===== src/rtl/chan_pkt_framer.sv =====
// chan_pkt_framer: buffers the channelizer sample stream in a small FIFO and
// cuts it into fixed-length packets with tlast / end-of-burst marking.
// Optional macro CHAN_PKT_FRAMER_PAD_EN: on end-of-burst, stall input, drain
// the FIFO and pad the open packet with zero beats up to full length.
module chan_pkt_framer #(
  parameter int DATA_WIDTH  = 32,
  parameter int LEN_WIDTH   = 16,
  parameter int FIFO_AWIDTH = 5
) (
  input  logic                  clk,
  input  logic                  sync_reset,
  input  logic [LEN_WIDTH-1:0]  payload_length,
  input  logic                  eob_req,
  input  logic [DATA_WIDTH-1:0] s_axis_tdata,
  input  logic                  s_axis_tvalid,
  output logic                  s_axis_tready,
  output logic [DATA_WIDTH-1:0] m_axis_tdata,
  output logic                  m_axis_tvalid,
  input  logic                  m_axis_tready,
  output logic                  m_axis_tlast,
  output logic                  m_axis_eob,
  output logic [31:0]           pkt_count
);

  localparam int DEPTH = 2 ** FIFO_AWIDTH;
  localparam logic [FIFO_AWIDTH:0] DEPTH_CNT = (FIFO_AWIDTH + 1)'(DEPTH);

`ifdef CHAN_PKT_FRAMER_PAD_EN
  typedef enum logic [1:0] {IDLE, ACTIVE, FLUSH} state_t;
`else
  typedef enum logic [1:0] {IDLE, ACTIVE} state_t;
`endif

  logic [DATA_WIDTH-1:0]  mem_q [DEPTH];
  logic [FIFO_AWIDTH-1:0] wr_ptr_q, rd_ptr_q;
  logic [FIFO_AWIDTH:0]   cnt_q;
  logic                   ready_en_q;
  state_t                 state_q;
  logic [LEN_WIDTH-1:0]   beat_cnt_q, pkt_len_q;
  logic                   eob_pend_q, eob_tag_q;
  logic                   out_valid_q, out_last_q, out_eob_q;
  logic [DATA_WIDTH-1:0]  out_data_q;
  logic [31:0]            pkt_count_q;

  logic                   fifo_full, fifo_empty, push, pop, load, load_ok, out_hs;
  logic                   flush_stall, is_last, ld_last, ld_eob;
  logic [DATA_WIDTH-1:0]  ld_data;
  logic [LEN_WIDTH:0]     len_p1;
  logic [LEN_WIDTH-1:0]   len_beats, len_new, cur_len;
`ifdef CHAN_PKT_FRAMER_PAD_EN
  logic                   pad_sel;
`endif

  assign fifo_full  = (cnt_q == DEPTH_CNT);
  assign fifo_empty = (cnt_q == '0);
  assign push       = s_axis_tvalid && s_axis_tready;
  assign out_hs     = out_valid_q && m_axis_tready;
  assign load_ok    = !out_valid_q || m_axis_tready;

  // Beats per packet from the byte-length setting; a packet is never empty.
  assign len_p1    = {1'b0, payload_length} + (LEN_WIDTH + 1)'(1);
  assign len_beats = LEN_WIDTH'(len_p1 >> 2);
  assign len_new   = (len_beats == '0) ? LEN_WIDTH'(1) : len_beats;
  // A new packet uses the live setting; an open packet keeps its latched one.
  assign cur_len   = (state_q == IDLE) ? len_new : pkt_len_q;
  assign is_last   = (beat_cnt_q == cur_len - LEN_WIDTH'(1));

  // Select what the output register loads next and how it is marked.
  always_comb begin
    ld_data     = mem_q[rd_ptr_q];
    ld_last     = is_last;
    ld_eob      = 1'b0;
    load        = load_ok && !fifo_empty;
    flush_stall = 1'b0;
`ifdef CHAN_PKT_FRAMER_PAD_EN
    flush_stall = eob_pend_q;
    pad_sel     = eob_pend_q && !eob_tag_q && fifo_empty;
    if (pad_sel) begin
      ld_data = '0;
      ld_last = (state_q == IDLE) || is_last;
      ld_eob  = ld_last;
      load    = load_ok;
    end
`else
    if (eob_pend_q && !eob_tag_q) begin
      ld_last = 1'b1;
      ld_eob  = 1'b1;
    end
`endif
    pop = load && !fifo_empty;
  end

  assign s_axis_tready = ready_en_q && !fifo_full && !flush_stall;

  // FIFO storage; contents need no reset since occupancy is tracked separately.
  always_ff @(posedge clk) begin
    if (push) mem_q[wr_ptr_q] <= s_axis_tdata;
  end

  // FIFO pointers, framing FSM, output register and burst tracking.
  always_ff @(posedge clk) begin
    if (sync_reset) begin
      wr_ptr_q    <= '0;
      rd_ptr_q    <= '0;
      cnt_q       <= '0;
      ready_en_q  <= 1'b0;
      state_q     <= IDLE;
      beat_cnt_q  <= '0;
      pkt_len_q   <= '0;
      eob_pend_q  <= 1'b0;
      eob_tag_q   <= 1'b0;
      out_valid_q <= 1'b0;
      out_data_q  <= '0;
      out_last_q  <= 1'b0;
      out_eob_q   <= 1'b0;
      pkt_count_q <= '0;
    end else begin
      ready_en_q <= 1'b1;
      if (push) wr_ptr_q <= wr_ptr_q + FIFO_AWIDTH'(1);
      if (pop)  rd_ptr_q <= rd_ptr_q + FIFO_AWIDTH'(1);
      case ({push, pop})
        2'b10:   cnt_q <= cnt_q + (FIFO_AWIDTH + 1)'(1);
        2'b01:   cnt_q <= cnt_q - (FIFO_AWIDTH + 1)'(1);
        default: cnt_q <= cnt_q;
      endcase

      // tlast is decided when a beat enters the output register, so the
      // counter tracks loaded beats; they leave in order, which is equivalent.
      if (load) begin
        out_valid_q <= 1'b1;
        out_data_q  <= ld_data;
        out_last_q  <= ld_last;
        out_eob_q   <= ld_eob;
        if (ld_last) begin
          state_q    <= IDLE;
          beat_cnt_q <= '0;
        end else begin
          beat_cnt_q <= beat_cnt_q + LEN_WIDTH'(1);
          if (state_q == IDLE) pkt_len_q <= len_new;
`ifdef CHAN_PKT_FRAMER_PAD_EN
          state_q <= pad_sel ? FLUSH : ACTIVE;
`else
          state_q <= ACTIVE;
`endif
        end
        if (ld_eob) eob_tag_q <= 1'b1;
      end else if (m_axis_tready) begin
        out_valid_q <= 1'b0;
      end

      if (out_hs && out_last_q) pkt_count_q <= pkt_count_q + 32'd1;

      // eob_tag_q stops a second beat being tagged before the first leaves.
      if (out_hs && out_eob_q) begin
        eob_pend_q <= 1'b0;
        eob_tag_q  <= 1'b0;
      end else if (eob_req) begin
        eob_pend_q <= 1'b1;
      end
    end
  end

  assign m_axis_tdata  = out_data_q;
  assign m_axis_tvalid = out_valid_q;
  assign m_axis_tlast  = out_last_q;
  assign m_axis_eob    = out_eob_q;
  assign pkt_count     = pkt_count_q;

endmodule

===== config.mk =====
export PLATFORM = sky130hd
export DESIGN_NAME = chan_pkt_framer
export DESIGN_NICKNAME = d
export VERILOG_FILES = /design/src/rtl/chan_pkt_framer.sv
export SDC_FILE = /design/constraint.sdc
export NUM_CORES = 1
export LEC_CHECK = 0
export CELL_PAD_IN_SITES_DETAIL_PLACEMENT = 0
export CELL_PAD_IN_SITES_GLOBAL_PLACEMENT = 1
export CORE_AREA = 5 5 296 298
export DETAILED_ROUTE_END_ITERATION = 16
export DIE_AREA = 0 0 301 303
export PLACE_DENSITY = 0.9
export SLEW_MARGIN = 20
export SYNTH_ARGS = -nofsm -noshare
export SYNTH_HDL_FRONTEND = slang
export SYNTH_SLANG_ARGS = --single-unit

===== constraint.sdc =====
create_clock -name clk -period 6.3 [get_ports clk]
set_input_delay 1.26 -clock clk [delete_from_list [all_inputs] [get_ports clk]]
set_output_delay 1.26 -clock clk [all_outputs]
set_load 0.005 [all_outputs]

==> impl_metrics.ini <==
[critical_path]
cp.buffers_inverters = 3
start_kind = primary input
end_kind = register
critical_path.top_delay_family = simple AND/OR/NAND/NOR gates
slowest_stage = clkdlybuf4s50_1
path_class = primary input to register
crit_required_ns = 6.91
cp_common_cell = nor2_1
worstPathMaxFanout = 21
crit_path_max_incr_delay_ns = 0.63
cp_cell_sequence = clkdlybuf4s50_1 > nand4_1 > buf_4 > nor4_1 > xor2_1 > nor2_1 > a211oi_1 > o21bai_1 > ha_1 > nand2_1 > nor3_1 > a31o_2 > nand4b_1 > a2111oi_0 > o2111ai_1 > nor4_4 > a31o_1 > buf_12 > mux2_2 > nor2_1
crit_arrival_ns = 6.23

[cts]
cts_tree = built
clk_pin_slew_ns = 0.06
cts_inserted_buffers = 108
cts_hold_buf = 0
cts.path.max_buffers = 3
worst_skew_pair.late_latency_ns = 0.69
cts_sinks = 1143
cts-root-buf = clkbuf_16
cts_setup_buffers = 0
post_cts_resize_count = 0
cts_htree_levels = 3

[yosys]
synth.largest_area_cell = edfxtp_1
synth_top_flop_cell = edfxtp_1
synth_nets = 2314
synthCells = 2247
synth_edf_count = 1024
synthesis.area_um2 = 45100
seq_area_frac_synth_pct = 73.5
yosysMostFrequentCell = edfxtp_1
synth_common_cells = edfxtp_1, mux4_2, nor2_1, dfxtp_1, clkbuf_1
synth_top_cell_area_share_pct = 68.2
synthDistinctLibCells = 75
synth_warnings = 0
syn_area_per_cell_um2 = 20.1
ys_ff_latch = 1143
synth_area_leaders = edfxtp_1, mux4_2, dfxtp_1, nor2_1, mux2i_1
async_flop_share_pct = 0

[grt]
gr-usage-met2_pct = 42.4
grt_max_degree = 111
antenna_found_initial = 4
gr-usage-met3_pct = 5.43
use_met1_pct = 31.1
grtUsageTotal_pct = 24.3
grt_overflow_total = 0
grt_busiest_layer = met2
grt_pass1_vias = 24220
grt_pass1_wl_mm = 162

[floorplanning]
start_util_pct = 53.3
rows = 107
dieHeight_um = 303
ios = 121
die_width_um = 301
die_area_um2 = 91200
core_um2 = 84600

[pwr]
swShare_pct = 26.9
total_power_mw = 19.3
vdd_ir_drop_max_uv = 331
power_frac_clock_pct = 32.9
p_per_area_nw_per_um2 = 374
p_comb_share_pct = 21.9
p_leak_nw = 15.9
switching_power_mw = 5.18
p_int_mw = 14.1
seqPwrFrac_pct = 45.2

[layout]
fin_area_um2 = 51500
fin_nets = 2485
final_util_pct = 60.9
drive_gt1_share_pct = 24.9
area_delta_synth_final_pct = 14.2
fin_cells = 3654

[timing]
fin_crit_sh_pct = 89.3
timing.final.crit_period_ns = 5.62
maxSlewViolCount = 0
rsz0062_at_grt = false
worst_clock_skew_ns = 0.0352
worst_slew_pin_slew_ns = 1.19
setup_violations = 0
max_freq_mhz = 178
layout_setup_ws_ns = 0.677
whs_ns = 0.450
slew-limit-headroom_pct = 20.6
fin_tns_setup_ns = 0
hold_violations = 0

[detailed_routing]
drcViolationCount = 0
num_vias = 23609
drt_iter0_markers = 3044
drt_pass1_iterations = 5
vias_per_cell = 6.46
ant_nets = 0
wire_per_inst_um = 30.6
wirelength_mm = 112

[placement]
numPortBuffers = 120
dpl.hpwl_mm = 59.0
dp_worst_setup_slack_ns = 0.0905
routabilityCongestion = 0.859
post-place-cells = 3448
placed_cell_area_um2 = 48000

[flow_run]
drv_cap = 0

[outcome]
status = finished clean

[hold_path]
hold_class = register to register
## state kept, by name (all words and copies together) (netlist names)
register	count
beat_cnt_q	16
m_axis_tvalid	1
m_axis_tdata	32
rd_ptr_q	5
wr_ptr_q	5
pkt_count	32
cnt_q	6
state_q	1
eob_pend_q	1
eob_tag_q	1
pkt_len_q	16
m_axis_tlast	1
m_axis_eob	1
mem_q	1024
ready_en_q	1
## power groups by stage
stage / registers (mW) / logic [mW] / clock network, mW
global route: 8.72 / 4.53 / 6.74
finish: 8.70 / 4.23 / 6.34
CTS: 8.70 / 4.26 / 6.38
floorplan: 8.74 / 3.09 / 0
detailed placement: 8.86 / 4.19 / 0
global placement: 8.84 / 4.05 / 0
## final cells by class
class / instances / area, µm²
Sequential cell: 1143 / 33100
Fill cell: 5596 / 33100
Multi-Input combinational cell: 952 / 11600
Clock buffer: 138 / 2900
Timing Repair Buffer: 192 / 1860
Tap cell: 1144 / 1430
Clock inverter: 61 / 515
Inverter: 21 / 80.1
Antenna cell: 3 / 7.51
## layer usage
| metal | share of wire (%) | up-vias |
|---|---|---|
| met5 | 0.0063 | - |
| met4 | 2.9 | 2 |
| met3 | 10 | 239 |
| met2 | 52 | 1565 |
| met1 | 35 | 12229 |
| li1 | - | 9574 |
## path summary, 6_finish.rpt
path / start / endpoint / slack, ns / cells past startpoint
max: payload_length[5] / pkt_len_q[7] / 0.68 / 20
min: pkt_len_q[15] / pkt_len_q[15] / 0.45 / 1
max reg2reg: state_q[0] / pkt_len_q[7] / 2.52 / 15
min reg2reg: pkt_len_q[15] / pkt_len_q[15] / 0.45 / 1
## layout by cell type, fill, tap and decap left out, types with 13 or more instances in the layout
cell type / count
nor2_4: 32
nor2_1: 116
clkinv_2: 24
a211oi_1: 35
clkinv_1: 15
clkdlybuf4s50_1: 115
nor3_1: 17
mux2i_1: 46
mux4_2: 320
clkbuf_16: 109
xnor2_1: 24
ha_1: 13
edfxtp_1: 1024
a21oi_1: 24
clkbuf_1: 23
nand4_1: 17
and3_1: 16
nand3_1: 24
dfxtp_1: 114
xor2_1: 48
o21ai_0: 15
inv_1: 20
nand2_1: 55
buf_4: 63
## logic make-up after synthesis
| family | after synthesis | share of synthesized area (%) |
|---|---|---|
| compound gates | 134 | 2.16 |
| xor+xnor | 72 | 1.40 |
| fa+ha+maj | 14 | 0.405 |
| buf+inv | 152 | 1.41 |
| flops | 1143 | 73.5 |
| mux | 372 | 17.1 |
| simple gates | 360 | 4.02 |
## worst reg2reg max path: cells and delay by family, from the launching register on
| kind | cells | cell delay (ns) |
|---|---|---|
| and+or+nand+nor | 6 | 0.90 |
| adders and majority gates | 1 | 0.24 |
| AOI/OAI and AO/OA | 5 | 1.34 |
| buffers and inverters | 2 | 0.58 |
| muxes | 1 | 0.35 |
| DFF | 1 | 0.33 |
(Power assumes the default switching activity.)
